**config.mk**
```make
export PLATFORM = sky130hd
export DESIGN_NAME = memc_deskew_flat
export DESIGN_NICKNAME = d
export VERILOG_FILES = /design/src/rtl/memc_deskew_if.sv /design/src/rtl/memc_deskew.sv /design/src/flat_wrapper.sv
export SDC_FILE = /design/constraint.sdc
export NUM_CORES = 1
export LEC_CHECK = 0
export BUFFER_PORTS_ARGS = -buffer_cell sky130_fd_sc_hd__buf_2
export CAP_MARGIN = 20
export CORE_MARGIN = 2
export CORE_UTILIZATION = 55
export DETAILED_ROUTE_END_ITERATION = 8
export PLACE_DENSITY = 0.84
export SYNTH_ARGS = -nofsm -noshare
export SYNTH_HDL_FRONTEND = slang
export SYNTH_SLANG_ARGS = --single-unit
```
**constraint.sdc**
```tcl
create_clock -name clk -period 2.7 [get_ports clk]
set_clock_uncertainty 0.05 [all_clocks]
set_input_delay 0.54 -clock clk [delete_from_list [all_inputs] [get_ports clk]]
set_output_delay 0.54 -clock clk [all_outputs]
set_load 0.01 [all_outputs]
```
**src/rtl/memc_deskew_if.sv**
```systemverilog
// Skewed result stream from the systolic array plus the host row-read port.
// Latency: n/a (signal bundle only). Backpressure: none; en is the only pacing.
// master drives capture/read requests, slave returns rows and status.
interface memc_deskew_if #(
    parameter int BITS_C = 16,
    parameter int DIM    = 8
);
    logic                          start;
    logic                          en;
    logic [DIM-1:0][BITS_C-1:0]    Cin;
    logic                          rd_en;
    logic [$clog2(DIM)-1:0]        Crow;
    logic [DIM-1:0][BITS_C-1:0]    Cout;
    logic                          rd_valid;
    logic                          busy;
    logic                          done;

    modport master (
        output start, en, Cin, rd_en, Crow,
        input  Cout, rd_valid, busy, done
    );

    modport slave (
        input  start, en, Cin, rd_en, Crow,
        output Cout, rd_valid, busy, done
    );
endinterface

```
**src/rtl/memc_deskew.sv**
```systemverilog
// De-skews time-staggered array result lanes into a DIM x DIM row buffer.
// Latency: row read returns 1 cycle after an accepted rd_en.
// Backpressure: none; en=0 stalls capture indefinitely, reads only in DONE.
module memc_deskew #(
    parameter int BITS_C = 16,
    parameter int DIM    = 8
) (
    input  logic         clk,
    input  logic         rst_n,
    memc_deskew_if.slave bus
);
    localparam int CW = $clog2(2*DIM);

    localparam logic [1:0] S_IDLE = 2'd0;
    localparam logic [1:0] S_CAP  = 2'd1;
    localparam logic [1:0] S_DONE = 2'd2;

    logic [1:0]                 r_state;
    logic [CW-1:0]              r_cnt;
    logic [BITS_C-1:0]          r_buf [DIM][DIM];
    logic [DIM-1:0][BITS_C-1:0] r_cout;
    logic                       r_rd_valid;

    logic w_start;
    logic w_step;
    logic w_last;
    logic w_rd;
    logic w_row_ok;

    assign w_start  = bus.start && (r_state != S_CAP);
    assign w_step   = (r_state == S_CAP) && bus.en;
    assign w_last   = w_step && (r_cnt == CW'(2*DIM-2));
    // start in DONE takes priority over a simultaneous read
    assign w_rd     = (r_state == S_DONE) && bus.rd_en && !bus.start;
    assign w_row_ok = (32'(bus.Crow) < 32'(DIM));

    always_ff @(posedge clk or negedge rst_n) begin
        if (!rst_n) begin
            r_state <= S_IDLE;
            r_cnt   <= '0;
        end else if (w_start) begin
            r_state <= S_CAP;
            r_cnt   <= '0;
        end else if (w_step) begin
            r_cnt <= r_cnt + CW'(1);
            if (w_last) begin
                r_state <= S_DONE;
            end
        end
    end

    // Lane j at step t carries row t-j; entries outside the window are skew padding.
    always_ff @(posedge clk or negedge rst_n) begin
        if (!rst_n) begin
            for (int k = 0; k < DIM; k++) begin
                for (int j = 0; j < DIM; j++) begin
                    r_buf[k][j] <= '0;
                end
            end
        end else if (w_step) begin
            for (int k = 0; k < DIM; k++) begin
                for (int j = 0; j < DIM; j++) begin
                    if (32'(r_cnt) == 32'(k + j)) begin
                        r_buf[k][j] <= bus.Cin[j];
                    end
                end
            end
        end
    end

    always_ff @(posedge clk or negedge rst_n) begin
        if (!rst_n) begin
            r_cout     <= '0;
            r_rd_valid <= 1'b0;
        end else begin
            r_rd_valid <= w_rd;
            if (w_rd) begin
                for (int j = 0; j < DIM; j++) begin
                    r_cout[j] <= w_row_ok ? r_buf[bus.Crow][j] : '0;
                end
            end
        end
    end

    assign bus.Cout     = r_cout;
    assign bus.rd_valid = r_rd_valid;
    assign bus.busy     = (r_state == S_CAP);
    assign bus.done     = (r_state == S_DONE);
endmodule
```
**src/flat_wrapper.sv**
```systemverilog
// flat-port wrapper written by rule: the top's interface ports become plain ports
module memc_deskew_flat 
#(
    parameter int BITS_C = 16,
    parameter int DIM    = 8
)
  (clk, rst_n, bus_start, bus_en, bus_Cin, bus_rd_en, bus_Crow, bus_Cout, bus_rd_valid, bus_busy, bus_done);
  memc_deskew_if #(.BITS_C(BITS_C), .DIM(DIM)) bus_i ();
  input  logic clk;
  input  logic rst_n;
  input wire logic [$bits(bus_i.start)-1:0] bus_start;
  input wire logic [$bits(bus_i.en)-1:0] bus_en;
  input wire logic [$bits(bus_i.Cin)-1:0] bus_Cin;
  input wire logic [$bits(bus_i.rd_en)-1:0] bus_rd_en;
  input wire logic [$bits(bus_i.Crow)-1:0] bus_Crow;
  output wire logic [$bits(bus_i.Cout)-1:0] bus_Cout;
  output wire logic [$bits(bus_i.rd_valid)-1:0] bus_rd_valid;
  output wire logic [$bits(bus_i.busy)-1:0] bus_busy;
  output wire logic [$bits(bus_i.done)-1:0] bus_done;
  assign bus_i.start = bus_start;
  assign bus_i.en = bus_en;
  assign bus_i.Cin = bus_Cin;
  assign bus_i.rd_en = bus_rd_en;
  assign bus_i.Crow = bus_Crow;
  assign bus_Cout = bus_i.Cout;
  assign bus_rd_valid = bus_i.rd_valid;
  assign bus_busy = bus_i.busy;
  assign bus_done = bus_i.done;
  memc_deskew #(.BITS_C(BITS_C), .DIM(DIM)) u_core (.clk(clk), .rst_n(rst_n), .bus(bus_i));
endmodule
```
==> run summary <==
Synth top area cells: dfrtp_1 (57%), mux2_2 (28%), mux2i_1 (5.1%)
Slew Limit Fails: 0
Period utilization: 92.89%
Final worst slack: 0.1920 ns
Nets: 3926
PortBufs: 266
Sw frac: 26.95%
CP max stage delay: 0.55 ns
Die Y: 309.0 um
Synth warn: 0
Vias in the first global route: 32635
Gpl congestion: 0.7586
Fin. Hold Viols: 0
Worst Hold Class: in2reg
Reg clk slew, reported paths: 0.06 ns
Mapped Cells: 3513
CTS tree: yes
Syn Std Cell Area: 0.05116 sq mm
Setup WS pre-CTS: 0.3070 ns
Clk sinks: 1159
Post-synth EDFFs: 0
Psw: 16.16 mW
Worst Setup Start Kind: flop
RSZ-0062 raised after global routing: no
Die X: 309.0 um
Layout area overhead: 14.99%
Slew Limit Headroom: 58.31%
Yosys top cell by area: dfrtp_1
Final HPWL from detailed placement: 72450 um
CTS root buffer: clkbuf_16
Clock power frac: 27.6%
Leakage: 28.00 nW
Placed Area: 0.05483 sq mm
Most used DFF post-synth: dfrtp_1
CP top delay family: flip-flops
Clock Latency Late Sink: 0.70 ns
Syn avg cell area: 14.56 sq um
Via count of the routed design: 30697
ANT nets after route: 0
Bufs and invs on worst path: 2
Htree depth: 3
Yosys top cell area share: 56.69%
Top cells by count, synth: mux2_2 (1258), dfrtp_1 (1159), mux2i_1 (259)
WS Path Type: reg2out
Tightest Pin Transition: 0.6253 ns
Fraction of layout cells with a size suffix above 1: 48.49%
Sequential share of the synthesized area: 56.69%
Grt ovf: 0
Period minus WS final: 2.508 ns
Critical-path cell list: nand2b_1, clkinv_1, buf_2
Max VDD drop: 0.7315 mV
Final setup viols: 0
CTS Buffer Depth: 3
Fin cells: 5135
Internal: 43.80 mW
Syn Nets: 3653
Post-CTS Hold Buffers: 1
Die ar.: 0.09547 sq mm
IO Pins: 267
Initial DRT Pass Iterations: 5
Starting DRC count in detailed routing: 2148
Gates resized, CTS repair: 0
Global-route wire length before repair: 187300 um
Post-Route WL: 119100 um
Post-route cell area: 0.05883 sq mm
Total CTS buffers: 115
Reg power frac: 47.3%
Vias per inst: 5.978
Initial antenna violation count: 24
Core box area: 0.09194 sq mm
Setup TNS: 0 ns
CP required: 2.11 ns
Outcome: completed
Max FO, Critical Path: 9
Critical Path End Type: output port
Overall Global Routing Usage: 25.03%
Largest net degree at the start of global routing: 112
Placed Cells: 4911
Arr. time, crit path: 1.92 ns
Max-Cap Viols: 0
Row count: 111
Combinational power share: 25.1%
DR DRC count: 0
Asr flop ratio synth: 100.0%
Number of synthesized register bits: 1159
PD cells: 1019 mW/mm^2
CP max-delay cell: dfrtp_1
Highest Clock Rate: 398.7 MHz
WL per Instance: 23.19 um
Count leader, synth: mux2_2
Post-CTS setup buffers: 0
Unique masters post-synth: 39
Initial Utilization: 55.64%
==> layout make-up <==
type,count,area [sq um]
multi-input cells,2096,20860
repair buffers,409,3403
diodes,13,32.53
inverters,5,18.77
fillers,6583,33110
flip-flops and latches,1159,29000
well taps,1243,1555
clock inverters,41,452.9
clock buffers,169,3506
==> through the flow <==
stage | power [mW] | hold WS [ns] | utilization [%]
after global routing | 63.04 | 0.07259 | 63.97
final | 59.96 | 0.06726 | 63.99
after global placement | 42.22 | 0.4087 | 59.64
after CTS | 60.27 | 0.03488 | 63.95
after floorplan | 39.23 | 0.1944 | -
after detailed placement | 43.47 | 0.4127 | 59.64
==> power by group through the flow <==
| stage | Clock (mW) | Combinational (mW) | Sequential, mW |
|---|---|---|---|
| finish | 16.6 | 15.1 | 28.3 |
| global placement | 0 | 14.3 | 27.9 |
| floorplan | 0 | 12.0 | 27.2 |
| detailed placement | 0 | 15.0 | 28.4 |
| CTS | 16.8 | 15.2 | 28.2 |
| global route | 17.5 | 16.4 | 29.1 |
==> layout by cell type (no fill, tap or decap), types with 2 or more instances in the layout <==
cell	Yosys	final
nor2_1	5	2
nand4b_1	2	2
buf_2	112	264
clkinv_2	0	25
dfrtp_1	1159	1159
buf_12	0	78
clkbuf_8	0	34
clkbuf_16	0	119
diode_2	0	13
inv_6	0	3
nand2b_1	4	3
o22ai_1	128	128
a22o_1	130	130
mux2i_1	259	259
nand3_4	0	4
o31ai_1	128	128
clkbuf_1	79	16
nand2_1	132	131
mux2_1	22	22
clkinvlp_4	0	3
ha_1	4	4
buf_8	0	2
inv_1	4	4
nor2_4	0	4
buf_4	19	64
mux2_2	1258	1258
bufinv_16	0	9
==> cell families (layout without fill, tap and decap cells) <==
kind of cell               after synthesis  after routing  synth area share, %
AOI/OAI and AO/OA                      391            391                5.745
adders and majority gates                4              4              0.09783
buffers and inverters                  258            624                2.776
DFF                                   1159           1159                56.69
muxes                                 1539           1539                33.24
other                                    0             13                    0
and+or+nand+nor                        162            162                1.450
==> layer usage <==
layer,routed length [um],share of wire (%),track usage (%)
met1,50380,42,32.63
met2,59570,50,42.32
met3,5828,4.9,4.481
met4,3095,2.6,8.569
met5,190,0.16,0
==> worst paths after layout <==
check                      slack (ns)             endpoint           startpoint  cells after the start
max                              0.19             bus_busy    u_core.r_state[1]                      3
min reg2reg                      0.42  u_core.bus.Cout[83]  u_core.bus.Cout[83]                      2
max reg2reg                      0.40    u_core.r_buf[182]    u_core.r_state[1]                      5
max in group asynchronous        1.27    u_core.r_buf[933]                rst_n                      3
min                              0.07    u_core.r_state[1]            bus_start                      2
min in group asynchronous        0.34    u_core.r_buf[640]                rst_n                      2
==> registers in the layout, indices dropped and copies added (netlist names) <==
name,flops
u_core.r_buf,1024
u_core.bus.Cout,128
u_core.r_cnt,4
u_core.r_state,2
u_core.bus.rd_valid,1
Power figures use the tool's default switching activity.
